<file path="src/rtl/rob_multi_wb.sv">
// rtl/rob_multi_wb.sv - reorder buffer with multi-channel writeback, in-order commit and branch/JALR redirect
//
// Ports:
//   clk, rst (async, active-low), rdy (global enable, low holds all state)
//   issue_*        : dispatcher allocation; issue_rob_id is the tag given (current tail)
//   full           : no allocation allowed this cycle (count >= DEPTH-FULL_MARGIN)
//   wb_*           : NUM_WB writeback channels, channel k in slice k of each packed bus
//   store_req/_id  : store waiting at head for the LSB; store_done marks it performed
//   commit_*       : registered one-cycle pulse per retired entry
//   pred_upt_*     : registered pulse with the actual outcome of a retired branch
//   flush/flush_pc : registered pulse on mispredict or JALR, with the redirect PC
module rob_multi_wb #(
    parameter int DEPTH       = 16,
    parameter int IDX_W       = 4,
    parameter int NUM_WB      = 2,
    parameter int XLEN        = 32,
    parameter int PRED_W      = 5,
    parameter int FULL_MARGIN = 1
) (
    input  logic                     clk,
    input  logic                     rst,
    input  logic                     rdy,
    input  logic                     issue_en,
    input  logic [1:0]               issue_kind,
    input  logic [4:0]               issue_rd,
    input  logic                     issue_pred_tk,
    input  logic [PRED_W-1:0]        issue_pred_idx,
    output logic [IDX_W-1:0]         issue_rob_id,
    output logic                     full,
    input  logic [NUM_WB-1:0]        wb_en,
    input  logic [NUM_WB*IDX_W-1:0]  wb_rob_id,
    input  logic [NUM_WB*XLEN-1:0]   wb_val,
    input  logic [NUM_WB*XLEN-1:0]   wb_pc,
    input  logic [NUM_WB-1:0]        wb_taken,
    output logic                     store_req,
    output logic [IDX_W-1:0]         store_rob_id,
    input  logic                     store_done,
    output logic                     commit_en,
    output logic [IDX_W-1:0]         commit_rob_id,
    output logic [4:0]               commit_rd,
    output logic [XLEN-1:0]          commit_val,
    output logic                     pred_upt_en,
    output logic [PRED_W-1:0]        pred_upt_idx,
    output logic                     pred_upt_tk,
    output logic                     flush,
    output logic [XLEN-1:0]          flush_pc
);

    localparam logic [1:0]     K_BR    = 2'd1;
    localparam logic [1:0]     K_JALR  = 2'd2;
    localparam logic [1:0]     K_ST    = 2'd3;
    localparam logic [IDX_W:0] FULL_TH = (IDX_W+1)'(DEPTH - FULL_MARGIN);

    // Per-entry control state (reset) and payload (no reset: only read once busy && ready)
    logic [DEPTH-1:0]  r_busy;
    logic [DEPTH-1:0]  r_ready;
    logic [1:0]        r_kind     [DEPTH];
    logic [4:0]        r_rd       [DEPTH];
    logic [PRED_W-1:0] r_pred_idx [DEPTH];
    logic [XLEN-1:0]   r_val      [DEPTH];
    logic [XLEN-1:0]   r_pc       [DEPTH];
    logic [DEPTH-1:0]  r_pred_tk;
    logic [DEPTH-1:0]  r_taken;

    logic [IDX_W-1:0]  r_head;
    logic [IDX_W-1:0]  r_tail;
    logic [IDX_W:0]    r_count;

    logic              r_commit_en;
    logic [IDX_W-1:0]  r_commit_rob_id;
    logic [4:0]        r_commit_rd;
    logic [XLEN-1:0]   r_commit_val;
    logic              r_pred_upt_en;
    logic [PRED_W-1:0] r_pred_upt_idx;
    logic              r_pred_upt_tk;
    logic              r_flush;
    logic [XLEN-1:0]   r_flush_pc;

    logic              w_live;
    logic              w_full;
    logic              w_issue_acc;
    logic              w_commit;
    logic              w_store_ack;
    logic              w_mispred;
    logic [1:0]        w_head_kind;
    logic [NUM_WB-1:0] w_wb_ok;
    logic [IDX_W-1:0]  w_wb_tag [NUM_WB];

    // Nothing but the flush itself happens in the cycle a flush is presented
    assign w_live      = rdy && !r_flush;
    assign w_full      = (r_count >= FULL_TH);
    assign w_head_kind = r_kind[r_head];
    assign w_issue_acc = w_live && issue_en && !w_full;
    assign w_commit    = w_live && r_busy[r_head] && r_ready[r_head];
    assign w_store_ack = w_live && store_done && r_busy[r_head] && (w_head_kind == K_ST) && !r_ready[r_head];
    assign w_mispred   = (w_head_kind == K_JALR) ||
                         ((w_head_kind == K_BR) && (r_taken[r_head] != r_pred_tk[r_head]));

    always_comb begin
        for (int k = 0; k < NUM_WB; k++) begin
            w_wb_tag[k] = wb_rob_id[k*IDX_W +: IDX_W];
            w_wb_ok[k]  = w_live && wb_en[k] && r_busy[w_wb_tag[k]] && (r_kind[w_wb_tag[k]] != K_ST);
        end
    end

    // Payload: later channels are written last, so the highest channel wins a shared tag
    always_ff @(posedge clk) begin
        if (w_issue_acc) begin
            r_kind[r_tail]     <= issue_kind;
            r_rd[r_tail]       <= issue_rd;
            r_pred_tk[r_tail]  <= issue_pred_tk;
            r_pred_idx[r_tail] <= issue_pred_idx;
        end
        for (int k = 0; k < NUM_WB; k++) begin
            if (w_wb_ok[k]) begin
                r_val[w_wb_tag[k]]   <= wb_val[k*XLEN +: XLEN];
                r_pc[w_wb_tag[k]]    <= wb_pc[k*XLEN +: XLEN];
                r_taken[w_wb_tag[k]] <= wb_taken[k];
            end
        end
    end

    always_ff @(posedge clk or negedge rst) begin
        if (!rst) begin
            r_busy          <= '0;
            r_ready         <= '0;
            r_head          <= '0;
            r_tail          <= '0;
            r_count         <= '0;
            r_commit_en     <= 1'b0;
            r_commit_rob_id <= '0;
            r_commit_rd     <= '0;
            r_commit_val    <= '0;
            r_pred_upt_en   <= 1'b0;
            r_pred_upt_idx  <= '0;
            r_pred_upt_tk   <= 1'b0;
            r_flush         <= 1'b0;
            r_flush_pc      <= '0;
        end else if (r_flush) begin
            // Completed even when rdy is low: the redirect has already left, so the
            // wrong-path entries must not survive past this edge.
            r_busy        <= '0;
            r_ready       <= '0;
            r_head        <= '0;
            r_tail        <= '0;
            r_count       <= '0;
            r_commit_en   <= 1'b0;
            r_pred_upt_en <= 1'b0;
            r_flush       <= 1'b0;
        end else begin
            r_commit_en   <= w_commit;
            r_pred_upt_en <= w_commit && (w_head_kind == K_BR);
            r_flush       <= w_commit && w_mispred;
            for (int k = 0; k < NUM_WB; k++) begin
                if (w_wb_ok[k]) begin
                    r_ready[w_wb_tag[k]] <= 1'b1;
                end
            end
            if (w_store_ack) begin
                r_ready[r_head] <= 1'b1;
            end
            if (w_commit) begin
                r_busy[r_head]  <= 1'b0;
                r_head          <= r_head + IDX_W'(1);
                r_commit_rob_id <= r_head;
                r_commit_rd     <= (w_head_kind == K_BR) ? 5'd0 : r_rd[r_head];
                r_commit_val    <= r_val[r_head];
                if (w_head_kind == K_BR) begin
                    r_pred_upt_idx <= r_pred_idx[r_head];
                    r_pred_upt_tk  <= r_taken[r_head];
                end
                if (w_mispred) begin
                    r_flush_pc <= r_pc[r_head];
                end
            end
            if (w_issue_acc) begin
                r_busy[r_tail]  <= 1'b1;
                r_ready[r_tail] <= 1'b0;
                r_tail          <= r_tail + IDX_W'(1);
            end
            r_count <= r_count + (IDX_W+1)'(w_issue_acc) - (IDX_W+1)'(w_commit);
        end
    end

    assign issue_rob_id  = r_tail;
    assign full          = w_full;
    assign store_req     = r_busy[r_head] && (w_head_kind == K_ST) && !r_ready[r_head] && !r_flush;
    assign store_rob_id  = r_head;
    assign commit_en     = r_commit_en;
    assign commit_rob_id = r_commit_rob_id;
    assign commit_rd     = r_commit_rd;
    assign commit_val    = r_commit_val;
    assign pred_upt_en   = r_pred_upt_en;
    assign pred_upt_idx  = r_pred_upt_idx;
    assign pred_upt_tk   = r_pred_upt_tk;
    assign flush         = r_flush;
    assign flush_pc      = r_flush_pc;

endmodule
</file>
<file path="config.mk">
export PLATFORM = sky130hd
export DESIGN_NAME = rob_multi_wb
export DESIGN_NICKNAME = d
export VERILOG_FILES = /design/src/rtl/rob_multi_wb.sv
export SDC_FILE = /design/constraint.sdc
export NUM_CORES = 2
export LEC_CHECK = 0
export CAP_MARGIN = 20
export CORE_MARGIN = 2
export CORE_UTILIZATION = 55
export CTS_CLUSTER_SIZE = 8
export DETAILED_ROUTE_END_ITERATION = 16
export GPL_TIMING_DRIVEN = 0
export MAX_ROUTING_LAYER = met4
export PLACE_DENSITY = 0.71
export RECOVER_POWER = 25
export REMOVE_ABC_BUFFERS = 1
export SLEW_MARGIN = 20
export SYNTH_ARGS = -nofsm -noshare
export SYNTH_HDL_FRONTEND = slang
export SYNTH_SLANG_ARGS = --single-unit
</file>
<file path="constraint.sdc">
create_clock -name clk -period 8.9 [get_ports clk]
set_input_delay 1.78 -clock clk [delete_from_list [all_inputs] [get_ports clk]]
set_output_delay 1.78 -clock clk [all_outputs]
set_load 0.005 [all_outputs]
</file>
==> flow_summary.json <==
{
  "place_area_um2": 73700,
  "total_power_mw": 19.3,
  "regToRegStartpoint": "store_rob_id[2]",
  "finalSetupViolations": 0,
  "via_per_inst": 6.67,
  "synth_edf_count": 1232,
  "syn2layout_area_growth_pct": 15.5,
  "clockBufferDepth": 3,
  "whs_path_depth": 2,
  "synthTopCellsByArea": "edfxtp_1 54%, mux4_2 14%, mux2_2 12%, mux2_4 7.7%, dfrtp_1 4.6%",
  "switchingPower_mw": 5.30,
  "grt_max_degree": 75,
  "worstReg2RegEnd": "r_count[4]",
  "hold_violations": 0,
  "grt_pass1_vias": 38423,
  "p_seq_frac": 0.401,
  "slew_headroom": -2.50,
  "clk_pin_slew_ps": 50,
  "synth.most_common_cell": "edfxtp_1",
  "finalWorstSetupSlack_ps": 1670,
  "startpoint_type": "register",
  "final_util": 0.640,
  "route.detailed.drc": 0,
  "end_kind": "register",
  "hp-class": "reg -> reg",
  "dieWidth_um": 357,
  "grt_antenna_before_repair": 31,
  "maxSlewViolCount": 256,
  "route.vias.total": 38118,
  "cts_resized": 0,
  "worst_pin_slew_ps": 5260,
  "fp.dieH_um": 357,
  "postCtsHoldBufs": 0,
  "num_rows": 129,
  "p_clk_frac": 0.352,
  "min_to": "commit_rob_id[3]",
  "tns_ps": 0,
  "drt_iter0_drc": 4651,
  "pre_cts_ws_ps": 2000,
  "port-buffer-count": 249,
  "ant_nets": 0,
  "crit_family": "buffers and inverters",
  "syn_inst": 3735,
  "switching_share": 0.275,
  "crit_path_top_delay_cell": "dfrtp_1",
  "async_flop_share": 0.0924,
  "ff2ff_path_depth": 17,
  "drive_above_1_share": 0.462,
  "hpwl_um": 111000,
  "stdcell_count": 5714,
  "yosys.area.top_type": "edfxtp_1",
  "synth-main-ff-cell": "edfxtp_1",
  "max_stage_delay_ps": 1630,
  "crit_required_ps": 9580,
  "initial_core_util": 0.554,
  "hold_start": "commit_rob_id[3]",
  "r2r_slack_ps": 1670,
  "crit_chain": "buf_16, nor2_1, a22oi_1, nand2_1, nand2_1, clkinvlp_2, buf_16, ha_1, inv_1, ha_1, inv_1, fa_1, inv_1, a21o_1, a21oi_1, xor2_1, nor2_1",
  "clk_latency_ps": 810,
  "finalCriticalPeriod_ps": 7230,
  "firstDrtPassIters": 7,
  "post-route-period-util": 0.813,
  "irDropWorstVdd_uv": 219,
  "dp.cells": 5339,
  "ys_ff_latch": 1375,
  "final_area_um2": 79100,
  "max_freq_ghz": 0.138,
  "core_um2": 124000,
  "clock_sinks": 1375,
  "htree_levels": 4,
  "critPathMostFrequentCell": "inv_1",
  "fill_cells": 8472,
  "gp_congestion": 0.879,
  "dieArea_um2": 127000,
  "worstPathArrival_ps": 7910,
  "synth_warnings": 0,
  "overflow": 0,
  "grt_use_total": 0.311,
  "fin_nets": 4068,
  "violations": "capacitance limit, slew limit",
  "grt_pass1_wl_um": 276000,
  "synthesis.area_um2": 68500,
  "synth_area_per_cell_um2": 18.3,
  "io_pins": 250,
  "postCtsSetupBuffers": 0,
  "wire_per_inst_um": 33.6,
  "status": "finished, violations left",
  "cts_root_buffer": "clkbuf_16",
  "p_comb_frac": 0.248,
  "worst-setup-path-type": "reg -> reg",
  "netlist_top_cells_count": "1232 x edfxtp_1, 748 x mux2_2, 413 x mux4_2",
  "wirelength_um": 192000,
  "netlist.area_leader.share": 0.540,
  "clock_skew_ps": 26.3,
  "rsz0062_at_grt": "false",
  "power.density_nw_per_um2": 244,
  "critPathMaxFanout": 34,
  "critPathBufInv": 6,
  "internal_power_mw": 14.0,
  "whs_ps": 490,
  "ys_types": 60,
  "maxCapViolations": 9,
  "p_leak_nw": 28.3,
  "cts_buffers": 189,
  "yosysSeqAreaShare": 0.591,
  "cts_tree": "done"
}
-- cell type report --
| type | instances | area (µm²) | area share |
|---|---|---|---|
| well taps | 1637 | 2050 | 0.0259 |
| flip-flops and latches | 1375 | 40500 | 0.512 |
| multi-input cells | 1923 | 25800 | 0.325 |
| diodes | 32 | 80.1 | 0.00101 |
| clock buffers | 329 | 5280 | 0.0667 |
| clock inverters | 14 | 269 | 0.00340 |
| repair buffers | 362 | 5050 | 0.0638 |
| inverters | 42 | 159 | 0.00201 |
-- how the worst max path moves through the flow --
stage | start | endpoint | slack (ps) | cells after the start
3_3_place_gp | store_rob_id[0] | r_count[4] | -15380 | 15
6_report | store_rob_id[2] | r_count[4] | 1670 | 17
4_1_cts | store_rob_id[2] | store_req | 2470 | 7
5_1_grt | rst | flush_pc[27] | 1280 | 2
3_5_place_dp | wb_rob_id[1] | r_val[4][3] | 2000 | 10
2_1_floorplan | store_rob_id[0] | r_count[4] | -7330 | 15
-- state kept, by name, indices dropped and copies added, names as in the netlist, 32 cells and up --
register	cells
r_rd	80
r_pred_idx	80
flush_pc	32
r_kind	32
r_val	512
r_pc	512
commit_val	32
-- worst min-delay path: cells and delay by family, from the launching register on --
kind             cells  cell delay [ps]
flip-flops           1              340
AND/OR/NAND/NOR      1               50
AO/OA/AOI/OAI        1               60
-- cells by family after synthesis --
family,count (synthesis),synth area share
and+or+nand+nor,236,0.0171
muxes,1519,0.337
xor gates and xnor gates,9,0.00115
adders and majority gates,17,0.00321
DFF,1375,0.591
buffers and inverters,437,0.0349
AOI/OAI and AO/OA,142,0.0155
-- power groups by stage --
| stage | clock (mW) | combinational [mW] | sequential, mW |
|---|---|---|---|
| after detailed placement | 0 | 4.83 | 7.86 |
| after global routing | 7.13 | 5.06 | 7.76 |
| final | 6.79 | 4.78 | 7.74 |
| after global placement | 0 | 4.70 | 8.37 |
| after CTS | 6.86 | 4.85 | 7.74 |
| after floorplan | 0 | 3.85 | 8.16 |
-- placed cells by master (no fill, tap or decap), types with 18 or more instances in the layout --
| cell | count |
|---|---|
| nand3_1 | 45 |
| nand2_1 | 53 |
| buf_12 | 48 |
| dfrtp_1 | 127 |
| buf_16 | 54 |
| edfxtp_1 | 1232 |
| mux2_2 | 752 |
| mux2_4 | 342 |
| a21oi_1 | 25 |
| clkdlybuf4s50_1 | 144 |
| o21ai_0 | 26 |
| clkbuf_16 | 190 |
| nor2_1 | 35 |
| nor3_1 | 18 |
| inv_1 | 41 |
| dlygate4sd3_1 | 102 |
| clkbuf_1 | 142 |
| mux4_2 | 413 |
| diode_2 | 32 |
-- routing by layer --
| metal | global-route usage | share of wire |
|---|---|---|
| met5 | - | 0 |
| met4 | 0.0959 | 0.028 |
| met3 | 0.0697 | 0.096 |
| met2 | 0.468 | 0.47 |
| met1 | 0.426 | 0.40 |
Note: power is estimated with default switching activity, not from simulation.
